[src/rtl/ahb_to_sram_ctrl.sv]
// ---------------------------------------------------------------------------
// ahb_to_sram_ctrl
//
// AHB-Lite slave in front of a single-port, byte-enabled 32-bit SRAM macro.
// Reads are zero-wait: the SRAM read strobe is issued in the AHB address
// phase and Q is returned in the data phase. Writes are issued in the AHB
// data phase, once HWDATA is valid.
//
// A write data phase followed by a read address phase would need the single
// SRAM port twice in one cycle. That write->read turnaround costs one wait
// state. Illegal sizes or misaligned transfers get a two-cycle ERROR response
// and never touch the SRAM.
//
// Parameters
//   AW         byte-address width; SRAM word address = HADDR[AW-1:2]
//
// Ports
//   HCLK       clock
//   HRESETn    asynchronous active-low reset
//   HSEL       slave select
//   HADDR      byte address [AW-1:0]
//   HTRANS     transfer type (bit 1 set = NONSEQ/SEQ)
//   HWRITE     1 = write
//   HSIZE      0 = byte, 1 = half, 2 = word, >2 illegal
//   HWDATA     write data (data phase)
//   HREADY     bus ready, qualifies address-phase accept
//   HREADYOUT  slave ready
//   HRESP      0 = OKAY, 1 = ERROR
//   HRDATA     read data
//   sram_q     SRAM Q, valid the cycle after a read strobe
//   sram_cen   SRAM chip enable, active low
//   sram_gwen  SRAM global write enable, active low
//   sram_ben   SRAM per-byte write enables, active low
//   sram_a     SRAM word address [AW-3:0]
//   sram_d     SRAM write data (always HWDATA)
// ---------------------------------------------------------------------------
module ahb_to_sram_ctrl #(
    parameter int AW = 15
) (
    input  logic          HCLK,
    input  logic          HRESETn,
    input  logic          HSEL,
    input  logic [AW-1:0] HADDR,
    input  logic [1:0]    HTRANS,
    input  logic          HWRITE,
    input  logic [2:0]    HSIZE,
    input  logic [31:0]   HWDATA,
    input  logic          HREADY,
    output logic          HREADYOUT,
    output logic          HRESP,
    output logic [31:0]   HRDATA,
    input  logic [31:0]   sram_q,
    output logic          sram_cen,
    output logic          sram_gwen,
    output logic [3:0]    sram_ben,
    output logic [AW-3:0] sram_a,
    output logic [31:0]   sram_d
);

    typedef enum logic [2:0] {
        S_IDLE,
        S_RD,
        S_WR,
        S_WR_STALL,
        S_RD_RETRY,
        S_ERR1,
        S_ERR2
    } state_t;

    state_t        state;
    state_t        state_nxt;
    logic [AW-3:0] wr_addr_p1;
    logic [AW-3:0] wr_addr_nxt;
    logic [3:0]    wr_mask_p1;
    logic [3:0]    wr_mask_nxt;

    logic accept;
    logic illegal;
    logic rd_cand;
    logic take;

    function automatic logic size_illegal(input logic [2:0] size, input logic [1:0] lsb);
        logic bad;
        bad = 1'b0;
        case (size)
            3'd0:    bad = 1'b0;
            3'd1:    bad = lsb[0];
            3'd2:    bad = (lsb != 2'b00);
            default: bad = 1'b1;
        endcase
        return bad;
    endfunction

    // Active-high byte lanes touched by a legal transfer.
    function automatic logic [3:0] lane_mask(input logic [2:0] size, input logic [1:0] lsb);
        logic [3:0] m;
        m = 4'hF;
        case (size)
            3'd0:    m = 4'b0001 << lsb;
            3'd1:    m = 4'b0011 << {lsb[1], 1'b0};
            default: m = 4'hF;
        endcase
        return m;
    endfunction

    // Reset also gates the accept so that outputs go inactive the moment
    // HRESETn falls, even if the bus keeps presenting a transfer.
    assign accept  = HRESETn & HSEL & HREADY & HTRANS[1];
    assign illegal = size_illegal(HSIZE, HADDR[1:0]);
    assign rd_cand = HSEL & HTRANS[1] & ~HWRITE;
    assign sram_d  = HWDATA;

    always_comb begin
        state_nxt   = state;
        wr_addr_nxt = wr_addr_p1;
        wr_mask_nxt = wr_mask_p1;
        HREADYOUT   = 1'b1;
        HRESP       = 1'b0;
        HRDATA      = '0;
        sram_cen    = 1'b1;
        sram_gwen   = 1'b1;
        sram_ben    = 4'hF;
        sram_a      = '0;
        take        = 1'b0;

        case (state)
            S_IDLE: begin
                take = 1'b1;
            end
            S_RD: begin
                HRDATA = sram_q;
                take   = 1'b1;
            end
            S_WR: begin
                sram_cen  = 1'b0;
                sram_gwen = 1'b0;
                sram_ben  = ~wr_mask_p1;
                sram_a    = wr_addr_p1;
                // A read waiting in its address phase cannot share the port
                // with this write: hold it off for exactly one cycle.
                if (rd_cand) begin
                    HREADYOUT = 1'b0;
                    state_nxt = S_WR_STALL;
                end else begin
                    take = 1'b1;
                end
            end
            S_WR_STALL: begin
                take = 1'b1;
            end
            S_ERR1: begin
                HREADYOUT = 1'b0;
                HRESP     = 1'b1;
                state_nxt = S_ERR2;
            end
            S_ERR2: begin
                HRESP = 1'b1;
                take  = 1'b1;
            end
            default: begin
                // Reserved encoding (RD_RETRY and unused codes): idle outputs.
                state_nxt = S_IDLE;
            end
        endcase

        // Address-phase decode, shared by every state that can accept.
        if (take) begin
            state_nxt = S_IDLE;
            if (accept) begin
                if (illegal) begin
                    state_nxt = S_ERR1;
                end else if (!HWRITE) begin
                    sram_cen  = 1'b0;
                    sram_gwen = 1'b1;
                    sram_a    = HADDR[AW-1:2];
                    state_nxt = S_RD;
                end else begin
                    wr_addr_nxt = HADDR[AW-1:2];
                    wr_mask_nxt = lane_mask(HSIZE, HADDR[1:0]);
                    state_nxt   = S_WR;
                end
            end
        end
    end

    // ---- address phase -> data phase ----
    always_ff @(posedge HCLK or negedge HRESETn) begin
        if (!HRESETn) begin
            state      <= S_IDLE;
            wr_addr_p1 <= '0;
            wr_mask_p1 <= '0;
        end else begin
            state      <= state_nxt;
            wr_addr_p1 <= wr_addr_nxt;
            wr_mask_p1 <= wr_mask_nxt;
        end
    end

endmodule

[config.mk]
export PLATFORM = sky130hd
export DESIGN_NAME = ahb_to_sram_ctrl
export DESIGN_NICKNAME = d
export VERILOG_FILES = /design/src/rtl/ahb_to_sram_ctrl.sv
export SDC_FILE = /design/constraint.sdc
export NUM_CORES = 1
export LEC_CHECK = 0
export ABC_CLOCK_PERIOD_IN_PS = 4000
export BUFFER_PORTS_ARGS = -buffer_cell sky130_fd_sc_hd__buf_2
export CAP_MARGIN = 15
export CORE_UTILIZATION = 38
export CTS_CLUSTER_SIZE = 28
export DETAILED_ROUTE_END_ITERATION = 8
export PLACE_DENSITY = 0.89
export SYNTH_ARGS = -nofsm -noshare
export SYNTH_HDL_FRONTEND = slang
export SYNTH_SLANG_ARGS = --single-unit
[constraint.sdc]
create_clock -name HCLK -period 4 [get_ports HCLK]
set_input_delay 0.4 -clock HCLK [delete_from_list [all_inputs] [get_ports HCLK]]
set_output_delay 0.4 -clock HCLK [all_outputs]
set_load 0.1 [all_outputs]
# Word-level counts from Yosys, hierarchy flattened
# Index checks and enable logic that the tools add are counted.
totals:
  word_cells: 57
  ramBits: 0
  latch_bits: 0
  in_bits: 89
  out_inout_bits: 85
  reg_bits: 20
  mem_bits_ro: 0
  mem_count: 0
op_classes:
  n_eq_ne: 9
  n_reduce_logical: 7
  bitwise_logic: 8
  shifts: 2
  n_lt_le_gt_ge: 0
  addsub: 0
  muxes: 28
  n_div: 0
  n_mul: 0
ops:
  columns: ["op", "n"]
  rows:
  - ["two-way mux 13 bit", 5]
  - ["two-way mux 32 bit", 1]
  - ["two-way mux 3 bit", 4]
  - ["two-way mux 1 bit", 11]
  - ["equality test 3 x 2 -> 1 bit, second input constant", 3]
  - ["case mux 3 bit (3 select lines)", 1]
  - ["case mux 4 bit (2 select lines)", 1]
  - ["equality test 3 x 1 -> 1 bit, second input constant", 2]
  - ["equality test 3 bit, second input constant", 2]
  - ["logical NOT 3 bit", 2]
  - ["bitwise AND 1 bit", 5]
  - ["two-way mux 4 bit", 1]
  - ["inverter 4 bit", 1]
  - ["case mux 1 bit (2 select lines)", 2]
  - ["AND reduction 4 bit", 1]
  - ["OR reduction 4 bit", 1]
  - ["left shift 1 x 2 -> 4 bit, first input constant", 1]
  - ["left shift 2 x 2 -> 4 bit, first input constant", 1]
  - ["!= test 3 bit, second input constant", 1]
  - ["case mux 1 bit (3 select lines)", 1]
  - ["two-way mux 2 bit", 1]
  - ["!= test 2 x 1 -> 1 bit, second input constant", 1]
  - ["inverter 1 bit", 2]
  - ["AND reduction 2 bit", 1]
  - ["other kinds (2)", 2]

# Logic depth before layout (Yosys ltp)
# Gate-level depths: netlist of run 1.
depth:
  depth_word: 6
  ltp_mapped: 5

# Worst setup path before layout of run 1
# No wires, ideal clock.
synth_path:
  kind: "reg-to-reg"
  start: "register state[1]"
  end: "register state[1]"
  stages_incl_launch_ff: 5
  slack_ns: 1.225
  t_arrival_ns: 2.542
  required_ns: 3.767
  cell_sequence: "dfrtp_1 nor3b_2 nand3_1 a2bb2oi_1 o21ai_0"
synth_via:
  elab_chain_cells: 5
synth_rtl:
  columns: ["item", "line", "rtl"]
  rows:
  - ["start: declaration", "70", "state_t state;"]
  - ["start signal: assignment", "193", "state <= state_nxt;"]
  - ["equality test 3 bit, or another cell as far along", "126", "case (state)"]
  - ["OR reduction 4 bit (no line)", null, null]
  - ["case mux 1 bit (2 select lines)", "126", null]
  - ["!= test 3 bit (no line) / != test 2 x 1 -> 1 bit (equally long branches)", null, null]
  - ["AND reduction 2 bit (no line)", null, null]
# Parallel ways exist; a longest one is shown, timed or not.
# A chain may end at the register's enable or synchronous reset.

# Final worst setup path of run 1
layout_path:
  start: "input port HADDR[0]"
  end: "output port sram_a[0]"
layout_via:
  elab_chain_cells: 5
layout_rtl:
  columns: ["item", "line", "rtl"]
  rows:
  - ["start: declaration", "43", "input logic [AW-1:0] HADDR,"]
  - ["nonzero test 2 bit", "88", "3'd2: bad = (lsb != 2'b00);"]
  - ["case mux 1 bit (3 select lines) *", "85", "case (size)"]
  - ["two-way mux 13 bit *", "170", "if (illegal) begin"]
  - ["two-way mux 13 bit *", "169", "if (accept) begin"]
  - ["two-way mux 13 bit *", "167", "if (take) begin"]
  - ["end: declaration", "56", "output logic [AW-3:0] sram_a,"]
# Mark *: on every way between the ends. The rest lies on a longest branch, timed or not.

==> reports/summary.txt, run 1 <==
=================================================================================================
Worst path arrival time ............................................................      2.32 ns
Count of antenna diodes in the layout ..............................................            0
Antenna-violating nets left ........................................................            0
Tightest Hold Check Type ........................................................... input pin to async pin
Max-cap violations .................................................................            0
FMAX ...............................................................................      368 MHz
Final Slew Violations ..............................................................            0
Synth top area cells ............................................................... dfrtp_1 (31%), buf_4 (15%), and3_1 (12%), mux2_4 (9.2%), a22o_1 (7.0%)
Post-synthesis cell count ..........................................................          167
Clock tree from TritonCTS ..........................................................         done
Routability Congestion .............................................................        0.849
Initial core utilization ...........................................................        40.0%
Final setup violation count ........................................................            0
Final Hold Vio Count ...............................................................            0
Worst path most repeated cell ......................................................        buf_2
Total of flip-flops plus latches after synthesis ...................................           20
Share of post-route cells with drive strength above 1 ..............................        57.9%
Die Ht .............................................................................      67.4 um
Clock latency on the worst-skew pair ...............................................      0.26 ns
Area of the mapped netlist .........................................................  0.00162 mm2
Per-cell routed wire length ........................................................      17.1 um
Via density ........................................................................         5.20
Type of the setup path with the least slack ........................................ input pin to output pin
Number of global-route vias before repair ..........................................         1364
Crit path largest cell delay .......................................................      0.50 ns
Most used cells in the layout excluding fill and tap cells ......................... buf_2 (108), and3_1 (32), dfrtp_1 (20)
Initial antenna violation count ....................................................            0
Placement row count ................................................................           23
Worst clock skew on the final layout ...............................................   0.00883 ns
Number of clock sinks ..............................................................           20
Remaining DRCs .....................................................................            0
Endpoint type of the worst setup path ..............................................   output pin
Clock transition at the registers of the reported paths ............................      0.08 ns
Share of Yosys cell area claimed by the top area cell type .........................        30.8%
Top-level I/O count ................................................................          174
Global-route usage over all layers .................................................        20.6%
Worst Setup Start Kind .............................................................    input pin
Post-synthesis sequential area ratio ...............................................        30.8%
Synthesized Nets ...................................................................          256
Maximum clock insertion buffer count ...............................................            2
Leak pwr ...........................................................................      1.23 nW
Post-synth top area cell ...........................................................      dfrtp_1
TritonCTS Buffers ..................................................................            3
Number of nets in the finished design ..............................................          330
Vias ...............................................................................         1509
Final Critical Period ..............................................................      2.72 ns
Period Utilization, post-route .....................................................        68.0%
YS warnings ........................................................................            0
CTS Root Buffer Type ...............................................................     clkbuf_8
Die X ..............................................................................      67.4 um
Share of flip-flops with an asynchronous set or reset ..............................         100%
Number of resized instances in the post-cts repair step ............................            0
Crit path max-delay cell type ......................................................       nor2_2
Area enclosed by the die boundary ..................................................  0.00454 mm2
Detailed Routing Iterations Pass 1 .................................................            4
Most common cell after layout, fill and taps aside .................................        buf_2
Slew HR ............................................................................        50.1%
Wire length of the first global-routing pass .......................................      6730 um
Required time reported for the critical path endpoint ..............................      3.60 ns
Number of hold buffers added after CTS .............................................            0
Initial DRC Count ..................................................................           60
Area growth syn-to-layout ..........................................................        24.5%
Gate family responsible for the most delay along the worst path .................... compound AO/OA/AOI/OAI gates
Setup repair bufs after CTS ........................................................            0
Setup repair after global routing missed its margin ................................        false
Post-detailed-placement half-perimeter wirelength ..................................      4080 um
Chain of cells forming the critical path ........................................... buf_2, a211oi_1, o211ai_1, nor2_2, a22o_1, buf_2
Dpl cell area ......................................................................  0.00195 mm2
Total grt overflow .................................................................            0
Number of enable-type register cells in the synthesized netlist ....................            0
Number of buffer and inverter instances along the worst setup path .................            2
Total wirelength of the detailed-routed design .....................................      4950 um
Number of buffers inserted by port buffering .......................................          108
Worst voltage drop across the vdd grid .............................................       174 uV
Maximum number of pins on one net before global-route repair .......................           35
Synthesized area per cell ..........................................................     9.72 um2
Post-route cell area ...............................................................  0.00202 mm2
Final sum of negative setup slack ..................................................         0 ns
Result of the run .................................................................. finished clean
Measured slew at the worst slew-check pin ..........................................     0.745 ns
Core Box Area ......................................................................  0.00406 mm2
Crit path max fanout ...............................................................           13
Number of distinct library cell variants in the gate-level netlist after synthesis .           35
Most used flip-flop cell after synthesis ...........................................      dfrtp_1
Ratio of total power to cell area ..................................................   298 mW/mm2
H-tree depth .......................................................................            1
=================================================================================================
-- worst paths after layout --
kind,from,to,slack [ns],cells past startpoint
worst max-delay path,HADDR[0],sram_a[0],1.28,6
min in group HCLK,HADDR[8],wr_addr_p1[6],0.38,2
worst max register to register,state[0],wr_addr_p1[1],2.21,4
worst min-delay path,HRESETn,wr_mask_p1[2],0.12,2
max in group asynchronous,HRESETn,wr_addr_p1[12],3.65,2
worst min register to register,wr_addr_p1[0],wr_addr_p1[0],0.51,1
-- synth_stat cells (all sizes together) (2+ instances only) --
cell type and instances:
and3 32, o21ai 7, mux2 17, buf 35
nor2 4, nor3 2, a21o 2, nand2 4
a22o 13, a21oi 2, clkbuf 7, nand2b 3
inv 5, dfrtp 20
-- registers in the layout, indices dropped and copies added, names as in the netlist --
name,cells
state,3
wr_mask_p1,4
wr_addr_p1,13
-- where the power goes --
group          internal, W  switching, W  total [W]
Clock             0.000134     0.0000734   0.000207
Sequential        0.000229     0.0000158   0.000245
Combinational    0.0000613     0.0000885   0.000150
Total             0.000424      0.000178   0.000602
-- kinds of logic after synthesis --
group	Yosys count	synth area share, %
mux	17	14.1
xor+xnor	1	0.539
flops	20	30.8
simple gates	52	20.8
buf+inv	47	19.6
fa+ha+maj	1	0.616
compound gates	29	13.6
-- area by class of cell --
| cell class | count | area, um2 |
|---|---|---|
| clock inverter | 1 | 30.0 |
| inverter | 5 | 18.8 |
| timing repair buffer | 111 | 563 |
| fill | 400 | 2040 |
| clock buffer | 3 | 41.3 |
| tap | 50 | 62.6 |
| multi-input combinational | 100 | 806 |
| sequential | 20 | 500 |
-- per-stage QoR --
step                utilization, %  hold WS (ns)  cells  power [W]  setup slack [ns]
global route                  49.8         0.151    290   0.000624              1.09
global placement              48.1         0.437    286   0.000393              1.26
CTS                           49.8         0.136    290   0.000606              1.25
detailed placement            48.1         0.427    286   0.000400              1.25
finish                        49.8         0.123    290   0.000602              1.28
floorplan                        -         0.104    167   0.000498              1.23
-- metal layers --
| layer | global-route usage, % | vias to the layer above | part of all wire [%] |
|---|---|---|---|
| met2 | 35.8 | 92 | 51 |
| met5 | 0 | - | 0 |
| met1 | 24.0 | 701 | 39 |
| met4 | 5.59 | 0 | 0.57 |
| li1 | - | 710 | - |
| met3 | 6.76 | 6 | 9.4 |
-- worst reg2reg max path, delay by kind of cell, from the launching register on --
kind            cells  cell delay [ns]
mux                 1             0.38
flops               1             0.45
simple gates        2             0.56
compound gates      1             0.29
(Power assumes the default switching activity.)
==> run 2, diff against run 1 <==
Settings changed: ABC_AREA set to 1, ABC_CLOCK_PERIOD_IN_PS 4000 to 2200, CORE_UTILIZATION 38 to 33, PLACE_DENSITY 0.89 to 0.8.
Clock period 4 ns to 2.2 ns, I/O delays scaled along.
==> run 2 against run 1 <==
Synthesized cell count rose by 62%. Total power is 66% higher. Flip-flop and latch count did not move. Sequential share of layout area down 7.1 points. Non-clock buffer count is 5 higher. Critical path type is now flip-flop to output pin. Cell area grew 40%. Global-route usage is 1.4 points lower. Via count is 28% higher.
==> reports/summary.txt, run 2 <==
=================================================================================================
TritonCTS Buffers ..................................................................            3   unchanged
Post-synthesis sequential area ratio ...............................................        29.2%   -1.6 points
Most common cell after layout, fill and taps aside .................................      nand2_1
Worst path most repeated cell ......................................................      nand2_1
Final sum of negative setup slack ..................................................         0 ns   unchanged
Post-route cell area ...............................................................  0.00283 mm2   +40%
Number of stages on the worst hold path ............................................            3
Area growth syn-to-layout ..........................................................        65.3%
Tightest Hold Check Type ........................................................... input pin to flip-flop
Maximum clock insertion buffer count ...............................................            2   unchanged
Crit path largest cell delay .......................................................      0.40 ns   -0.10 ns
List of most frequent post-synthesis cells ......................................... nand2_1 (75), nand3_1 (38), buf_4 (37), nor2_1 (37), inv_1 (36)
Register bank with the most flops ..................................................   wr_addr_p1
Measured slew at the worst slew-check pin ..........................................     0.519 ns   -0.226 ns
Die Ht .............................................................................      74.0 um   +9.9%
Remaining DRCs .....................................................................            0   unchanged
Final WS setup .....................................................................     0.142 ns   -1.14 ns
Final setup violation count ........................................................            0   unchanged
Share of post-route cells with drive strength above 1 ..............................        38.2%   -20 points
Number of global-route vias before repair ..........................................         1670   +22%
Detailed Routing Iterations Pass 1 .................................................            6   +2
Clock tree from TritonCTS ..........................................................         done
Top-level I/O count ................................................................          174   unchanged
Placement row count ................................................................           25   +8.7%
Initial core utilization ...........................................................        35.3%   -4.7 points
Die X ..............................................................................      74.0 um   +9.9%
Period Utilization, post-route .....................................................        93.5%
Gate family responsible for the most delay along the worst path .................... buffers and inverters
Clock transition at the registers of the reported paths ............................      0.07 ns   about the same
Chain of cells forming the critical path ........................................... inv_2, nand2_1, nand2_1, nand2_1, a21oi_4, buf_4, nand3_1, nand2_1, buf_12
Number of buffer and inverter instances along the worst setup path .................            3   +1
Wire length of the first global-routing pass .......................................      8070 um   +20%
Worst voltage drop across the vdd grid .............................................       311 uV   +79%
Pre-CTS setup slack ................................................................     0.381 ns   -0.871 ns
FMAX ...............................................................................      486 MHz
Post-synth top area cell ...........................................................      dfrtp_1
Vias ...............................................................................         1925   +28%
Initial DRC Count ..................................................................           68   +13%
Max reg flops ......................................................................           13   unchanged
Worst Setup Start Kind .............................................................    flip-flop
Via density ........................................................................         4.66   -10%
Number of enable-type register cells in the synthesized netlist ....................            0   unchanged
Result of the run .................................................................. finished clean
Clock latency on the worst-skew pair ...............................................      0.25 ns   about the same
Slew HR ............................................................................        65.6%   +16 points
Number of inserted filler cells in the final layout ................................          423   +5.8%
Registers with the most flip-flops ................................................. wr_addr_p1: 13 flops, wr_mask_p1: 4 flops, state: 3 flops
Ratio of total power to cell area ..................................................   353 mW/mm2   +18%
Global-route usage over all layers .................................................        19.1%   -1.4 points
Max-cap violations .................................................................            0   unchanged
Maximum number of pins on one net before global-route repair .......................           33   -5.7%
Worst clock skew on the final layout ...............................................   0.00202 ns   -0.00681 ns
Most used cells in the layout excluding fill and tap cells ......................... nand2_1 (75), buf_2 (62), buf_12 (46)
Crit path max fanout ...............................................................           10   -3
CTS Root Buffer Type ...............................................................     clkbuf_8
Antenna-violating nets left ........................................................            0   unchanged
Per-cell routed wire length ........................................................      13.0 um   -24%
Depth of the worst register-to-register path .......................................            9   +5
Leak pwr ...........................................................................      1.56 nW   +27%
Required time reported for the critical path endpoint ..............................      1.98 ns   -1.62 ns
Most used flip-flop cell after synthesis ...........................................      dfrtp_1
Final Hold Vio Count ...............................................................            0   unchanged
Crit path max-delay cell type ......................................................      dfrtp_1
Dpl cell area ......................................................................  0.00278 mm2   +42%
Worst hold margin ..................................................................     0.214 ns   +0.0910 ns
Synth top area cells ............................................................... dfrtp_1 (29%), nand2_1 (16%), buf_4 (16%), nand3_1 (11%), nor2_1 (8.1%)
Number of buffers inserted by port buffering .......................................          108   unchanged
Share of flip-flops with an asynchronous set or reset ..............................         100%   unchanged
Area enclosed by the die boundary ..................................................  0.00548 mm2   +21%
Synthesized area per cell ..........................................................     6.34 um2   -35%
Share of Yosys cell area claimed by the top area cell type .........................        29.2%   -1.6 points
Total wirelength of the detailed-routed design .....................................      5360 um   +8.3%
Area of the mapped netlist .........................................................  0.00171 mm2   +5.5%
Post-synthesis cell count ..........................................................          270   +62%
Type of the setup path with the least slack ........................................ flip-flop to output pin
Post-detailed-placement half-perimeter wirelength ..................................      4430 um   +8.6%
Core Box Area ......................................................................  0.00485 mm2   +19%
Total grt overflow .................................................................            0   unchanged
Setup repair after global routing missed its margin ................................        false
H-tree depth .......................................................................            1   unchanged
Number of clock sinks ..............................................................           20   unchanged
Synthesized Nets ...................................................................          359   +40%
Final Slew Violations ..............................................................            0   unchanged
Most frequent cell after synthesis .................................................      nand2_1
Total of flip-flops plus latches after synthesis ...................................           20   unchanged
Worst path arrival time ............................................................      1.84 ns   -0.48 ns
Critical path depth in cells .......................................................            9   +3
Initial antenna violation count ....................................................            0   unchanged
Endpoint type of the worst setup path ..............................................   output pin
Routability Congestion .............................................................        0.803   -5.4%
Final Critical Period ..............................................................      2.06 ns
Count of antenna diodes in the layout ..............................................            0   unchanged
Number of distinct library cell variants in the gate-level netlist after synthesis .           21   -40%
YS warnings ........................................................................            0   unchanged
Number of nets in the finished design ..............................................          437   +32%
=================================================================================================
run 2: cell count changes in the layout (fill, tap and decap cells not counted), sizes merged, moves of 4 or more:
| cell | delta |
|---|---|
| buf | +4 |
| inv | +36 |
| nor2 | +36 |
| o21ai | -4 |
| nand2 | +73 |
| mux2 | -17 |
| and3 | -32 |
| nand3 | +38 |
| a22o | -13 |
run 2: logic make-up after synthesis:
kind of cell / Yosys count / share of synthesized area, %
compound gates: 6 / 2.78
flops: 20 / 29.2
buf+inv: 84 / 27.0
simple gates: 160 / 41.1
run 2: report_power, final:
group / switching (W) / internal, W / total (W) / leakage, nW
sequential: 0.0000287 / 0.000416 / 0.000444 / 0.268
combinational: 0.000204 / 0.000118 / 0.000322 / 1.27
clock: 0.000110 / 0.000122 / 0.000231 / 0.0216
total: 0.000342 / 0.000656 / 0.000998 / 1.56
run 2: path summary, 6_finish.rpt:
check | start | to | slack [ns]
setup / recovery | state[0] | sram_a[1] | 0.14
hold / removal | HADDR[4] | wr_addr_p1[2] | 0.21
setup reg to reg | state[0] | wr_addr_p1[12] | 0.60
hold reg to reg | wr_addr_p1[9] | wr_addr_p1[9] | 0.47
max in group asynchronous | HRESETn | wr_addr_p1[9] | 1.49
min in group asynchronous | HRESETn | wr_addr_p1[4] | 0.51
run 2: metrics by stage:
stage | total power (W) | std cells | util (%)
global route | 0.00105 | 413 | 58.4
CTS | 0.000999 | 413 | 58.3
floorplan | 0.000903 | 270 | -
global placement | 0.000758 | 409 | 57.3
finish | 0.000998 | 413 | 58.4
detailed placement | 0.000772 | 409 | 57.3
run 2: metal layers:
metal	share of wire [%]	wire (um)	vias up	global-route usage (%)
met2	57	3060	92	36.6
li1	-	-	937	-
met1	35	1900	884	21.1
met3	6.7	357	12	3.93
met4	0.75	40	0	5.56
met5	0	0	-	0
run 2: final cells by class:
type	instances	area, um2	share of cell area, %
repair buffers	116	1300	45.8
multi-input cells	166	754	26.6
flip-flops and latches	20	500	17.7
inverters	41	154	5.44
well taps	67	83.8	2.96
clock buffers	3	41.3	1.46
run 2: timing repair:
| action | 4_1_cts | 5_1_grt |
|---|---|---|
| hold buffers | 1 | 0 |
| endpoints found under the setup margin | 0 | 6 |
| setup buffers | 0 | 0 |
| hold endpoints to repair | 20 | 0 |
| gates resized for setup | 0 | 1 |
run 2: worst register-to-register path, cell delays in order (launching register included):
cell,delay [ns]
dfrtp_1,0.40
inv_2,0.05
nand2_1,0.08
nand2_1,0.08
nand2_1,0.08
a21oi_4,0.27
buf_6,0.23
nand2_4,0.15
nand2_1,0.12
nand2_1,0.05
